===== src/rtl/rrat_recovery_ctrl_pkg.sv =====
// Shared rename/maptable definitions for the RRAT-driven recovery sequencer:
// state encoding, default geometry, derived chunk count and the restore-lane record.
package rrat_recovery_ctrl_pkg;

  localparam int RREC_NUM_ARCH       = 32;
  localparam int RREC_NUM_PREG       = 64;
  localparam int RREC_ARCH_IDX_WIDTH = 5;
  localparam int RREC_PREG_IDX_WIDTH = 6;
  localparam int RREC_COPY_PER_CYCLE = 4;
  localparam int NUM_CHUNKS          = RREC_NUM_ARCH / RREC_COPY_PER_CYCLE;

  localparam logic [1:0] RREC_IDLE = 2'd0;
  localparam logic [1:0] RREC_COPY = 2'd1;
  localparam logic [1:0] RREC_FREE = 2'd2;

  typedef enum logic [1:0] {
    ST_IDLE = RREC_IDLE,
    ST_COPY = RREC_COPY,
    ST_FREE = RREC_FREE
  } rrat_rec_state_t;

  typedef struct packed {
    logic                           en;
    logic [RREC_ARCH_IDX_WIDTH-1:0] addr;
    logic [RREC_PREG_IDX_WIDTH-1:0] tag;
  } rat_restore_lane_t;

endpackage


===== src/rtl/preg_used_bitmap.sv =====
// Tracks which physical tags are still mapped while the RAT is being restored;
// several tags may be marked per cycle and duplicates simply OR together.
module preg_used_bitmap #(
  parameter int NUM_PREG       = 64,
  parameter int PREG_IDX_WIDTH = 6,
  parameter int SET_PORTS      = 4
) (
  input  logic                                clock,
  input  logic                                reset,
  input  logic                                clear,
  input  logic [SET_PORTS-1:0]                set_en,
  input  logic [SET_PORTS*PREG_IDX_WIDTH-1:0] set_tag,
  output logic [NUM_PREG-1:0]                 set_vec,
  output logic [NUM_PREG-1:0]                 used
);

  localparam logic [NUM_PREG-1:0] ONE_HOT_LSB = {{(NUM_PREG-1){1'b0}}, 1'b1};

  logic [NUM_PREG-1:0] set_vec_s;
  logic [NUM_PREG-1:0] used_r;

  // Decode every enabled set port into a one-hot and merge them.
  always_comb begin
    set_vec_s = {NUM_PREG{1'b0}};
    for (int k = 0; k < SET_PORTS; k++) begin
      set_vec_s = set_vec_s |
                  (set_en[k] ? (ONE_HOT_LSB << set_tag[k*PREG_IDX_WIDTH +: PREG_IDX_WIDTH])
                             : {NUM_PREG{1'b0}});
    end
  end

  // Bitmap storage: clear at the start of a recovery, accumulate during restore.
  always_ff @(posedge clock) begin
    if (reset) begin
      used_r <= {NUM_PREG{1'b0}};
    end else if (clear) begin
      used_r <= {NUM_PREG{1'b0}};
    end else begin
      used_r <= used_r | set_vec_s;
    end
  end

  assign set_vec = set_vec_s;
  assign used    = used_r;

endmodule


===== src/rtl/rrat_recovery_ctrl.sv =====
// Mispredict recovery sequencer: snapshots the RRAT, replays it into the RAT a chunk
// per cycle, then reloads the free list with every tag not referenced by the snapshot.
module rrat_recovery_ctrl
  import rrat_recovery_ctrl_pkg::*;
#(
  parameter int SCALAR         = 2,
  parameter int NUM_ARCH       = RREC_NUM_ARCH,
  parameter int NUM_PREG       = RREC_NUM_PREG,
  parameter int ARCH_IDX_WIDTH = RREC_ARCH_IDX_WIDTH,
  parameter int PREG_IDX_WIDTH = RREC_PREG_IDX_WIDTH,
  parameter int COPY_PER_CYCLE = RREC_COPY_PER_CYCLE
) (
  input  logic                                     clock,
  input  logic                                     reset,
  input  logic                                     mispredict_in,
  output logic                                     rrat_rollback,
  input  logic [NUM_ARCH*PREG_IDX_WIDTH-1:0]       rrat_copy_tag,
  output logic [COPY_PER_CYCLE-1:0]                rat_restore_en,
  output logic [COPY_PER_CYCLE*ARCH_IDX_WIDTH-1:0] rat_restore_addr,
  output logic [COPY_PER_CYCLE*PREG_IDX_WIDTH-1:0] rat_restore_tag,
  output logic                                     freelist_load_en,
  output logic [NUM_PREG-1:0]                      freelist_mask,
  output logic                                     flush_out,
  output logic                                     retire_stall,
  output logic                                     dispatch_stall
);

  localparam int CHUNKS = NUM_ARCH / COPY_PER_CYCLE;
  localparam int CNT_W  = (CHUNKS > 1) ? $clog2(CHUNKS) : 1;
  localparam logic [CNT_W-1:0] LAST_CHUNK = CNT_W'(CHUNKS - 1);
  localparam logic [CNT_W-1:0] CNT_ZERO   = {CNT_W{1'b0}};

  // Geometry must divide evenly and agree with the shared lane record.
  if ((NUM_ARCH % COPY_PER_CYCLE) != 0) begin : g_bad_chunking
    $error("NUM_ARCH must be a multiple of COPY_PER_CYCLE");
  end
  if ((ARCH_IDX_WIDTH != RREC_ARCH_IDX_WIDTH) || (PREG_IDX_WIDTH != RREC_PREG_IDX_WIDTH) ||
      (CHUNKS != NUM_CHUNKS) || (SCALAR < 1)) begin : g_bad_geometry
    $error("rrat_recovery_ctrl geometry disagrees with rrat_recovery_ctrl_pkg");
  end

  rrat_rec_state_t                     state_r;
  logic [CNT_W-1:0]                    chunk_r;
  logic [NUM_ARCH*PREG_IDX_WIDTH-1:0]  snapshot_r;
  rat_restore_lane_t                   lane_s [COPY_PER_CYCLE];
  logic                                copying_s;
  logic                                start_s;
  logic [NUM_PREG-1:0]                 used_s;
  logic [NUM_PREG-1:0]                 set_vec_s;

  assign start_s        = (state_r == ST_IDLE) & mispredict_in;
  assign copying_s      = (state_r == ST_COPY);
  assign rrat_rollback  = start_s;
  assign retire_stall   = (state_r != ST_IDLE) | mispredict_in;
  assign dispatch_stall = (state_r != ST_IDLE) | mispredict_in;

  // Recovery FSM, chunk counter and RRAT snapshot capture.
  always_ff @(posedge clock) begin
    if (reset) begin
      state_r    <= ST_IDLE;
      chunk_r    <= CNT_ZERO;
      snapshot_r <= {(NUM_ARCH*PREG_IDX_WIDTH){1'b0}};
    end else begin
      case (state_r)
        ST_IDLE: begin
          if (mispredict_in) begin
            snapshot_r <= rrat_copy_tag;
            chunk_r    <= CNT_ZERO;
            state_r    <= ST_COPY;
          end else begin
            state_r    <= ST_IDLE;
          end
        end
        ST_COPY: begin
          if (chunk_r == LAST_CHUNK) begin
            chunk_r <= CNT_ZERO;
            state_r <= ST_FREE;
          end else begin
            chunk_r <= chunk_r + {{(CNT_W-1){1'b0}}, 1'b1};
          end
        end
        ST_FREE: begin
          state_r <= ST_IDLE;
        end
        default: begin
          chunk_r <= CNT_ZERO;
          state_r <= ST_IDLE;
        end
      endcase
    end
  end

  // Lane k of chunk c restores arch entry c*COPY_PER_CYCLE+k from the snapshot.
  always_comb begin
    for (int k = 0; k < COPY_PER_CYCLE; k++) begin
      lane_s[k].en   = copying_s;
      lane_s[k].addr = copying_s ? ARCH_IDX_WIDTH'(int'(chunk_r) * COPY_PER_CYCLE + k)
                                 : {ARCH_IDX_WIDTH{1'b0}};
      lane_s[k].tag  = copying_s ? snapshot_r[int'(lane_s[k].addr)*PREG_IDX_WIDTH +: PREG_IDX_WIDTH]
                                 : {PREG_IDX_WIDTH{1'b0}};
    end
  end

  for (genvar g = 0; g < COPY_PER_CYCLE; g++) begin : g_lane_pack
    assign rat_restore_en[g]                                    = lane_s[g].en;
    assign rat_restore_addr[g*ARCH_IDX_WIDTH +: ARCH_IDX_WIDTH] = lane_s[g].addr;
    assign rat_restore_tag[g*PREG_IDX_WIDTH +: PREG_IDX_WIDTH]  = lane_s[g].tag;
  end

  preg_used_bitmap #(
    .NUM_PREG       (NUM_PREG),
    .PREG_IDX_WIDTH (PREG_IDX_WIDTH),
    .SET_PORTS      (COPY_PER_CYCLE)
  ) u_used_bitmap (
    .clock   (clock),
    .reset   (reset),
    .clear   (start_s),
    .set_en  (rat_restore_en),
    .set_tag (rat_restore_tag),
    .set_vec (set_vec_s),
    .used    (used_s)
  );

  assign flush_out        = copying_s & (chunk_r == CNT_ZERO);
  assign freelist_load_en = (state_r == ST_FREE);
  assign freelist_mask    = (state_r == ST_FREE) ? ~(used_s | set_vec_s) : {NUM_PREG{1'b0}};

endmodule


===== config.mk =====
export PLATFORM = sky130hd
export DESIGN_NAME = rrat_recovery_ctrl
export DESIGN_NICKNAME = d
export VERILOG_FILES = /design/src/rtl/rrat_recovery_ctrl_pkg.sv /design/src/rtl/preg_used_bitmap.sv /design/src/rtl/rrat_recovery_ctrl.sv
export SDC_FILE = /design/constraint.sdc
export NUM_CORES = 1
export LEC_CHECK = 0
export BUFFER_PORTS_ARGS = -buffer_cell sky130_fd_sc_hd__buf_2
export CORE_AREA = 5 5 178 180
export CTS_CLUSTER_DIAMETER = 100
export DETAILED_ROUTE_END_ITERATION = 10
export DIE_AREA = 0 0 183 185
export GPL_TIMING_DRIVEN = 0
export PLACE_DENSITY = 0.68
export SYNTH_ARGS = -nofsm -noshare
export SYNTH_HDL_FRONTEND = slang
export SYNTH_SLANG_ARGS = --single-unit

===== constraint.sdc =====
create_clock -name clock -period 6 [get_ports clock]
set_input_delay 0.9 -clock clock [delete_from_list [all_inputs] [get_ports clock]]
set_output_delay 0.9 -clock clock [all_outputs]
set_load 0.02 [all_outputs]

==> reports/metrics.cfg <==
[status]
run_status=finished clean

[global_routing]
track_usage_pct=35.7
grt_pass1_vias=14100
largest_net_degree_at_the_start_of_global_routing=18
grt_first_pass_wirelength_um=91300
gr-total-overflow=0
grt_antenna_before_repair=0

[clock_network]
path_clk_slew_ns=0.06
clock_root_buffer=clkbuf_16
cts_tree=done
hold_buf_count_cts=0
htreeDepth=1
clkSinkCount=261
cts_setup_buffers=0
cts_resized=0
insertion_delay_ns=0.56
clock_tree_buf_depth=3
cts_inserted_buffers=29

[logic_synthesis]
synth_cells=1683
synth_async_sr_flop_share_pct=0
register_area_share_after_synthesis_pct=39.4
ys_ff_latch=261
synthesized_area_um2=13300
synth_adder_area_share_pct=0.283
synth_xor_xnor_area_share_pct=0
synth.cells.most_frequent=nand2_1, dfxtp_1, a21oi_1
synth-edff-count=0
synth.area.mux_share_pct=5.29
netlist.top_cell.by_area=dfxtp_1
synth.lib_cells_used.distinct=90
synthesized_area_fraction_occupied_by_and_or_nand_nor_cells_pct=24.2
synth_compound_area_share_pct=23.6
synth.avg_cell_area_um2=7.88
synth_flop_cell=dfxtp_1
ys_warn_count=0
netlist_top_cells_area=dfxtp_1, nand2_1, a21oi_1, nor2_1, mux4_2
synth_most_common_cell=nand2_1
yosys.area.top_type_share_pct=39.4
synth_top_family_by_area=simple AND/OR/NAND/NOR gates

[sta]
grt_setup_unrepaired=false
timing.clock.skew_ns=0.0112
finalCritPeriodShare_pct=92.5
finalWorstPathRequiredPeriod_ns=5.55
timing_hold_violations_final=0
worst_hold_slack_ns=0.454
slew_violations=0
fin_setup_tns_ns=0
slew_headroom_pct=10.9
timing.final.setup_violations=0
fmax_mhz=180
final.setup.worst_slack_ns=0.453
timing_worst_slew_pin_value_ns=1.33

[setup_path]
critPathBufInv=6
crit_path_frequent_cell=buf_2
crit_path_max_delay_cell_type=a211oi_1
r2r_cells=9
cpPeakStageDelay_ns=1.15
critical_path_class=reg2out
timing.critical_path.required_ns=5.10
worst_r2r_endpoint=u_used_bitmap.used[24]
timing.critical_path.fanout_max=10
worstReg2RegStart=chunk_r[1]
worstSetupEndpointType=output port
r2r_slack_ns=1.97
crit_chain=buf_4, buf_4, buf_2, buf_1, o221ai_1, a211oi_1, buf_2, a31oi_1, nand3_1, nor2_1, buf_2
start_kind=flip-flop
path_delay_family=buffers and inverters
crit_arrival_ns=4.65

[die]
coreArea_um2=30000
fp.dieW_um=183
floorplan.initialDensity_pct=44.2
die_y_um=185
die_area_um2=33900
row_count=64
floorplan.io_pins=312

[drt]
drt-total-wl_um=63400
avgViaCountPerCell=6.05
antenna_left=0
met3WireLength_um=5240
drtPass1Iterations=8
drtIter0Drc=1433
dr_vias=14800
highest-signal-layer=met4
detailed_routed_wire_length_on_met2_um=29300
remaining_drc_errors=0
detail_route.wirelength.met1_um=24800
post_dr_wirelength_cell_um=26.0

[hold_path]
worst_hold_path.num_cells=2
min_to=snapshot_r[67]
min-delay-start=snapshot_r[67]
worstHoldPathType=reg2reg

[layout]
layout-area-overhead-vs-synth_pct=22.4
diodes=0
proportion_of_layout_cells_with_a_drive_suffix_above_1_pct=24.7
final.fill_count=3005
final_net_count=2221

[power]
ir_drop_mv=0.229
power_leakage_nw=6.86
power.density_cell_area_nw_per_um2=266
post-layout-total-power_mw=4.32

[run]
drv_cap=0

[placed_design]
placement.setup.worst_slack_ns=1.20
routabilityCongestion=1.03
dp_hpwl_um=49900
port-buffer-count=306

==> worst register-to-register path: cells and delay by family, from the launching register on <==
kind | cells | cell delay [ns]
compound gates | 4 | 1.88
buf+inv | 5 | 1.69
flops | 1 | 0.38
==> final cells by class <==
type / instances / area, um^2 / area share, %
flip-flops and latches: 261 / 5230 / 32.2
well taps: 396 / 495 / 3.05
repair buffers: 306 / 1530 / 9.43
inverters: 36 / 138 / 0.847
plain buffers: 153 / 810 / 4.98
clock inverters: 10 / 97.6 / 0.601
clock buffers: 42 / 835 / 5.14
multi-input cells: 1236 / 7110 / 43.8
==> layout by cell type (no fill, tap or decap), types with 10 or more instances in the layout <==
cell type / count
nor2b_1: 12
nor2_1: 108
nand3_1: 23
mux4_2: 16
buf_4: 34
a21oi_1: 250
o21a_1: 10
clkbuf_16: 29
mux2i_1: 24
a22oi_1: 35
buf_1: 13
a211oi_1: 13
nand2b_1: 10
nor3_1: 33
and2_1: 10
nand4_1: 13
a31oi_1: 23
clkbuf_1: 82
o21ai_0: 10
dfxtp_1: 261
a221oi_1: 24
buf_2: 328
nand2_1: 429
and3_1: 16
inv_1: 23
==> routing by layer <==
layer,GRT usage [%],vias up
li1,-,6615
met1,45.6,7067
met2,59.5,896
met3,4.67,192
met4,18.1,0
met5,0,-
==> where the power goes <==
part | internal [mW] | switching, mW | total, mW
Clock | 1.01 | 0.761 | 1.77
Combinational | 0.220 | 0.451 | 0.671
Sequential | 1.82 | 0.0580 | 1.88
==> stage by stage <==
step	instance area (um^2)	utilization, %	std cells
finish	16200	54.1	2440
global route	16200	54.1	2440
CTS	16200	54.1	2440
detailed placement	15300	51.0	2388
global placement	15300	51.0	2388
floorplan	13300	-	1686
==> logic make-up (layout without fill, tap and decap cells) <==
group / count (synthesis) / after routing
other: 1 / 4
flip-flops: 261 / 261
AND/OR/NAND/NOR: 710 / 710
multiplexers: 49 / 49
buffers and inverters: 189 / 547
adder cells (fa/ha/maj): 3 / 3
AO/OA/AOI/OAI: 470 / 470
==> how the worst max path moves through the flow <==
stage | endpoint | cells past startpoint | startpoint
after floorplan | freelist_mask[59] | 12 | chunk_r[0]
after CTS | freelist_mask[39] | 13 | chunk_r[0]
after detailed placement | freelist_mask[39] | 13 | chunk_r[0]
after global placement | freelist_mask[39] | 13 | chunk_r[0]
final | freelist_mask[24] | 11 | chunk_r[1]
after global routing | freelist_mask[39] | 13 | chunk_r[0]
==> registers in the layout, summed over array words and instances (netlist names) <==
signal,flops
chunk_r,3
snapshot_r,192
state_r,2
u_used_bitmap.used,64
Power figures use the tool's default switching activity.
